### src/rtl/sdam_param.sv
// sdam_param: single-wire serial frame receiver with configurable address/data widths.
// Frame: start(0), mode, ADDR_W address bits LSB first, DATA_W data bits LSB first,
// optional even-parity bit. Completed write frames (mode=1) are presented on a
// valid/ready output port; frames that arrive while a word is held set the sticky ovf.
// Optional feature macro: SDAM_PARITY_EN adds the parity bit, the PAR state and perr.
module sdam_param #(
   parameter int unsigned ADDR_W = 8,
   parameter int unsigned DATA_W = 16
) (
   input  logic              scl,
   input  logic              reset,
   input  logic              sda,
   input  logic              ready,
   output logic              avalid,
   output logic [ADDR_W-1:0] aout,
   output logic              dvalid,
   output logic [DATA_W-1:0] dout,
   output logic              ovf,
   output logic              perr
);

   localparam logic [5:0] AddrLast = 6'(ADDR_W - 1);
   localparam logic [5:0] DataLast = 6'(DATA_W - 1);

   typedef enum logic [2:0] {
      StIdle,
      StMode,
      StAddr,
      StData
`ifdef SDAM_PARITY_EN
      ,
      StPar
`endif
   } state_e;

   state_e              state_q;
   logic [5:0]          cnt_q;
   logic                mode_q;
   logic [ADDR_W-1:0]   addr_q;
   logic [DATA_W-1:0]   data_q;
   logic                avalid_q;
   logic [ADDR_W-1:0]   aout_q;
   logic [DATA_W-1:0]   dout_q;
   logic                ovf_q;

   logic [ADDR_W-1:0]   addr_d;
   logic [DATA_W-1:0]   data_d;
   logic [DATA_W-1:0]   word_data;
   logic                frame_done;
   logic                accept;
   logic                load;

`ifdef SDAM_PARITY_EN
   logic                parity_ok;
   logic                perr_q;
`endif

   // Shift-in values and frame-completion decode for the current edge.
   always_comb begin
      addr_d = addr_q >> 1;
      addr_d[ADDR_W-1] = sda;
      data_d = data_q >> 1;
      data_d[DATA_W-1] = sda;
`ifdef SDAM_PARITY_EN
      // Even parity over address, data and the parity bit being sampled now.
      parity_ok  = ~(^{addr_q, data_q, sda});
      frame_done = (state_q == StPar);
      word_data  = data_q;
      accept     = frame_done && mode_q && parity_ok;
`else
      frame_done = (state_q == StData) && (cnt_q == DataLast);
      // Final data bit is still in flight, so load the shifted value directly.
      word_data  = data_d;
      accept     = frame_done && mode_q;
`endif
      // A held word may be replaced only on the edge it is being consumed.
      load = accept && (!avalid_q || ready);
   end

   // Frame FSM, shift registers and registered output port.
   always_ff @(posedge scl) begin
      if (reset) begin
         state_q  <= StIdle;
         cnt_q    <= '0;
         mode_q   <= 1'b0;
         addr_q   <= '0;
         data_q   <= '0;
         avalid_q <= 1'b0;
         aout_q   <= '0;
         dout_q   <= '0;
         ovf_q    <= 1'b0;
`ifdef SDAM_PARITY_EN
         perr_q   <= 1'b0;
`endif
      end else begin
`ifdef SDAM_PARITY_EN
         perr_q <= frame_done && mode_q && !parity_ok;
`endif
         if (load) begin
            avalid_q <= 1'b1;
            aout_q   <= addr_q;
            dout_q   <= word_data;
         end else if (avalid_q && ready) begin
            avalid_q <= 1'b0;
         end
         if (accept && !load) begin
            ovf_q <= 1'b1;
         end

         unique case (state_q)
            StIdle: begin
               if (!sda) begin
                  state_q <= StMode;
               end
            end
            StMode: begin
               mode_q  <= sda;
               cnt_q   <= '0;
               state_q <= StAddr;
            end
            StAddr: begin
               addr_q <= addr_d;
               if (cnt_q == AddrLast) begin
                  cnt_q   <= '0;
                  state_q <= StData;
               end else begin
                  cnt_q <= cnt_q + 6'd1;
               end
            end
            StData: begin
               data_q <= data_d;
               if (cnt_q == DataLast) begin
                  cnt_q <= '0;
`ifdef SDAM_PARITY_EN
                  state_q <= StPar;
`else
                  state_q <= StIdle;
`endif
               end else begin
                  cnt_q <= cnt_q + 6'd1;
               end
            end
`ifdef SDAM_PARITY_EN
            StPar: begin
               state_q <= StIdle;
            end
`endif
            default: begin
               state_q <= StIdle;
            end
         endcase
      end
   end

   assign avalid = avalid_q;
   assign dvalid = avalid_q;
   assign aout   = aout_q;
   assign dout   = dout_q;
   assign ovf    = ovf_q;
`ifdef SDAM_PARITY_EN
   assign perr   = perr_q;
`else
   assign perr   = 1'b0;
`endif

endmodule
### config.mk
export PLATFORM = sky130hd
export DESIGN_NAME = sdam_param
export DESIGN_NICKNAME = d
export VERILOG_FILES = /design/src/rtl/sdam_param.sv
export SDC_FILE = /design/constraint.sdc
export NUM_CORES = 1
export LEC_CHECK = 0
export BUFFER_PORTS_ARGS = -buffer_cell sky130_fd_sc_hd__buf_2
export CORE_MARGIN = 4
export CORE_UTILIZATION = 40
export DETAILED_ROUTE_END_ITERATION = 8
export HOLD_SLACK_MARGIN = 0.02
export PLACE_DENSITY = 0.7
export REMOVE_ABC_BUFFERS = 1
export SLEW_MARGIN = 10
export SYNTH_ARGS = -nofsm -noshare
export SYNTH_HDL_FRONTEND = slang
export SYNTH_SLANG_ARGS = --single-unit
### constraint.sdc
create_clock -name scl -period 2.3 [get_ports scl]
set_clock_uncertainty 0.05 [all_clocks]
set_input_delay 0.115 -clock scl [delete_from_list [all_inputs] [get_ports scl]]
set_output_delay 0.115 -clock scl [all_outputs]
set_load 0.02 [all_outputs]
* Yosys cells after proc, flatten, opt, wreduce, memory -nomap -nowiden *
Cells that the tools add are included.

storage, ports and cells
  bits in registers = 60
  input port bits = 4
  output and inout port bits = 28
  word-level logic and storage cells = 39

operators by class
  add/sub/neg operators = 1
  eq/ne operators = 8
  multiplexer cells = 9
  reductions and logical operators = 12

operators by type and width
  operator                                               number
  case mux 6 bit (3 select lines)                        1
  two-way mux 6 bit                                      2
  case mux 3 bit (4 select lines)                        1
  two-way mux 3 bit                                      3
  adder 6 x 1 -> 6 bit, second input constant            1
  equality test 3 x 2 -> 1 bit, second input constant    2
  equality test 6 x 3 -> 1 bit, second input constant    1
  equality test 6 x 4 -> 1 bit, second input constant    1
  logical AND 1 bit                                      5
  inequality test 2 bit, second input constant           2
  equality test 3 x 1 -> 1 bit, second input constant    1
  zero test 3 bit                                        1
  AND reduction 3 bit                                    1
  nonzero test 3 bit                                     1
  zero test 1 bit                                        2
  two-way mux 1 bit                                      2
  inequality test 2 x 1 -> 1 bit, second input constant  1
  nonzero test 2 bit                                     1
  logical OR 1 bit                                       1

* Longest topological paths before layout *
  depth after elaboration = 6
  depth in mapped cells = 7
  mapped depth without buffers = 6

* Worst setup path after synthesis *
No wires, ideal clock.

  path type = flip-flop to flip-flop
  from = register cnt_q[0]
  to = register aout_q[7], in the netlist aout[7]
  library setup time = 128 ps
  arrival = 1682 ps
  data required time = 2122 ps
  setup slack = 440 ps
  stages on the path, launching flop included = 8
  buffers on the path = 2
  clock period less this slack = 1860 ps
  cell sequence = dfxtp_1 -> ha_1 -> nand3_2 -> or4b_1 -> buf_6 -> buf_12 -> mux2i_1 -> nor2_1

between the ends
  longest elaborated chain between the ends = 4

ends and longest elaborated chain
  element                       RTL line  text
  start: declaration            37        logic [5:0] cnt_q;
  start signal: assignment      127       cnt_q <= cnt_q + 6'd1;
  start signal: assignment      140       cnt_q <= cnt_q + 6'd1;
  equality test 6 x 4 -> 1 bit  71        frame_done = (state_q == StData) && (cnt_q == DataLast);
  logical AND 1 bit             71
  logical AND 1 bit             74        accept = frame_done && mode_q;
  logical AND 1 bit             77        load = accept && (!avalid_q || ready);
  end signal: assignment        101       aout_q <= addr_q;
  end: declaration              42        logic [ADDR_W-1:0] aout_q;

Every way passes these cells.
A chain may end at the register's enable or synchronous reset.

* Final worst setup path *
  from = register cnt_q[0]
  to = register dout_q[4], in the netlist dout[4]

between the ends
  longest elaborated chain between the ends = 4

ends and longest elaborated chain
  element                       RTL line  text
  equality test 6 x 4 -> 1 bit  71
  logical AND 1 bit             71
  logical AND 1 bit             74
  logical AND 1 bit             77
  end signal: assignment        102       dout_q <= word_data;
  end: declaration              43        logic [DATA_W-1:0] dout_q;

Every way passes these cells.

==> impl_metrics.csv <==
group,metric,value,unit
layout,syn_to_final_growth,15.5,%
logic_synthesis,syn_avg_cell_area,10.1,um^2
floorplanning,fp.dieW,84.7,um
flow_run,maxCapViolCount,0,
floorplanning,start_util,42.0,%
logic_synthesis,synth_top_area_cell,"dfxtp_1",
critical_path,crit_fanout,24,
layout,n_antenna_cell,0,
sta,min_period,1.96,ns
power_and_ir_drop,p_sw_share,25.8,%
drt,drt_wl_total,4030,um
logic_synthesis,synth_area_leaders,"dfxtp_1 49%, mux2i_1 22%, nor2_1 8.6%, ha_1 3.2%, a21oi_1 1.7%",
critical_path,worst-path-buf-inv,1,
floorplanning,core,5610,um^2
power_and_ir_drop,ir_worst_vdd,0.000425,V
logic_synthesis,synthFlopType,"dfxtp_1",
critical_path,worstPathRequired,2.46,ns
global_route,grt_pass1_vias,1649,
sta,rsz0062_at_grt,"false",
logic_synthesis,synth_edf_count,0,
global_route,antenna_found_initial,0,
critical_path,cp-start-kind,"register",
drt,antenna_left,0,
logic_synthesis,syn_area,2350,um^2
critical_path,max_stage_delay,0.52,ns
critical_path,setup.worst_path.class,"reg -> reg",
floorplanning,io_pins,32,
power_and_ir_drop,p_int,1.74,mW
logic_synthesis,ys_ff_latch,58,
layout,layout-drive-gt1-share,21.3,%
global_route,gr-usage-all-layers,12.9,%
cts,cts_buffers,9,
layout,finalNonFillerCells,339,
hold_path,min_path_type,"in -> reg",
global_route,grt_pass1_wl,7470,um
sta,setup_viol,0,
power_and_ir_drop,switchingPower,604,uW
drt,vias_per_cell,4.83,
layout,multi_input_area,1060,um^2
logic_synthesis,synth_top_area_share,49.3,%
placed_design,place_area,2510,um^2
critical_path,arrival,2.12,ns
cts,worstSkewPairLatency,0.33,ns
cts,clkTransAtPathRegs,0.07,ns
logic_synthesis,synth.top_cells.by_count,"58 x dfxtp_1, 54 x nor2_1, 51 x mux2i_1",
global_route,grt_overflow,0,
cts,htree_levels,3,
logic_synthesis,async_flop_share,0,%
sta,slew_violations,0,
layout,layout.nets,272,
power_and_ir_drop,pwr-share-seq,45.1,%
sta,fmax,510,MHz
cts,clk_path_buf_depth,2,
cts,ctsResizeCount,0,
power_and_ir_drop,clkPwrFrac,40.5,%
floorplanning,die_y,84.7,um
drt,num_vias,1636,
power_and_ir_drop,power.density,861,nW/um^2
placed_design,numPlacedInstances,323,
critical_path,worstPathCellList,"ha_1 > nand3_2 > or4b_1 > buf_4 > mux2i_1 > nor2_1",
sta,finalHoldViolCount,0,
logic_synthesis,synth.yosys.seq_area_share,49.3,%
placed_design,dp_hpwl,2730,um
sta,max-slew-margin-rel,63.1,%
placed_design,portBuffers,30,
sta,finalCritPeriodShare,85.2,%
placed_design,gp_congestion,0.807,
logic_synthesis,synthMostInstantiatedCell,"dfxtp_1",
logic_synthesis,synth.distinct_cells,36,
sta,tightest_slew,0.551,ns
layout,fill_cells,559,
cts,cts_setup_buffers,0,
outcome,status,"completed",
drt,route.detailed.drc,0,
cts,cts_hold_buf,0,
drt,drt_first_pass_iters,4,
power_and_ir_drop,p_leak,1.26,nW
cts,clock_sinks,58,
layout,register_area,1160,um^2
critical_path,end_kind,"register",
critical_path,slowest_stage,"or4b_1",
floorplanning,row_count,27,
sta,setup_tns,0,ns
cts,cts_tree,"yes",
logic_synthesis,netlist_instances,232,
global_route,grt_max_degree,42,
critical_path,cp_top_family,"simple AND/OR/NAND/NOR gates",
drt,drtIter0Drc,69,
floorplanning,dieArea,7180,um^2
cts,ctsRootBufferMaster,"clkbuf_8",
layout,fin_area,2720,um^2
logic_synthesis,ys_warn_count,0,
drt,wl_per_cell,11.9,um
power_and_ir_drop,pwr-share-comb,14.4,%
## cells in the final DEF (no fill, tap or decap), types with 3 or more instances in the layout
cell type and instances:
ha_1 6, nand2b_1 3, a21oi_1 8, nor2_1 54, nand2_1 4, inv_1 4, buf_4 5, dfxtp_1 58
buf_2 30, clkbuf_8 11, mux2i_1 51, o21ai_0 5
## metrics by stage
step           util (%)  setup WS, ns  power (mW)  hold WS [ns]
6_report           48.5         0.340        2.34        0.0383
5_1_grt            48.5        0.0981        2.46        0.0573
4_1_cts            48.5         0.333        2.37        0.0385
3_5_place_dp       44.8         0.337        1.41         0.386
3_3_place_gp       44.8         0.366        1.41         0.382
2_1_floorplan         -        -0.323        1.33         0.134
## power by group through the flow
stage / combinational, mW / sequential (mW) / clock (mW)
after floorplan: 0.256 / 1.07 / 0
after global placement: 0.330 / 1.08 / 0
after detailed placement: 0.334 / 1.08 / 0
after CTS: 0.338 / 1.05 / 0.980
after global routing: 0.376 / 1.06 / 1.02
final: 0.337 / 1.05 / 0.948
## flip-flops by register name (all words and copies together), names as in the netlist
register	cells
dout	16
data_q	15
avalid	1
cnt_q	6
ovf	1
state_q	2
mode_q	1
addr_q	8
aout	8
## cells by family (layout without fill, tap and decap cells)
group	count (synthesis)	in the layout	share of synthesized area, %
and+or+nand+nor	77	77	15.1
DFF	58	58	49.3
muxes	51	51	21.7
buffers and inverters	20	55	5.69
AOI/OAI and AO/OA	19	19	4.84
adders and majority gates	6	6	3.19
other	1	1	0.159
## layout make-up
type                            instances  area share, %
Clock buffer                           12           5.71
Timing Repair Buffer                   35           6.90
Multi-Input combinational cell        154           39.0
Inverter                                4          0.552
Sequential cell                        58           42.7
Clock inverter                          4           1.84
Tap cell                               72           3.31
## worst register-to-register path, cell delays in order, from the launching register on
cell,delay [ns]
dfxtp_1,0.38
ha_1,0.25
nand3_2,0.11
or4b_1,0.52
buf_4,0.27
mux2i_1,0.21
nor2_1,0.05
## per-layer routing
| metal | wire length [um] | GRT usage [%] | part of all wire (%) | up-vias |
|---|---|---|---|---|
| met5 | 0 | 0 | 0 | - |
| met4 | 71 | 5.61 | 1.8 | 0 |
| met3 | 202 | 4.91 | 5.0 | 9 |
| met2 | 1850 | 21.2 | 46 | 31 |
| met1 | 1910 | 14.9 | 47 | 755 |
| li1 | - | - | - | 841 |
## worst paths after layout
| kind | end | depth (start not counted) | slack, ns | from |
|---|---|---|---|---|
| worst max-delay path | dout[4]$_SDFFE_PP0P_ | 6 | 0.34 | cnt_q[0]$_SDFFE_PP0P_ |
| worst max register to register | dout[4]$_SDFFE_PP0P_ | 6 | 0.34 | cnt_q[0]$_SDFFE_PP0P_ |
| worst min register to register | ovf$_SDFFE_PP0P_ | 2 | 0.39 | ovf$_SDFFE_PP0P_ |
| worst min-delay path | dout[15]$_SDFFE_PP0P_ | 3 | 0.04 | sda |
Note: power is estimated with default switching activity, not from simulation.
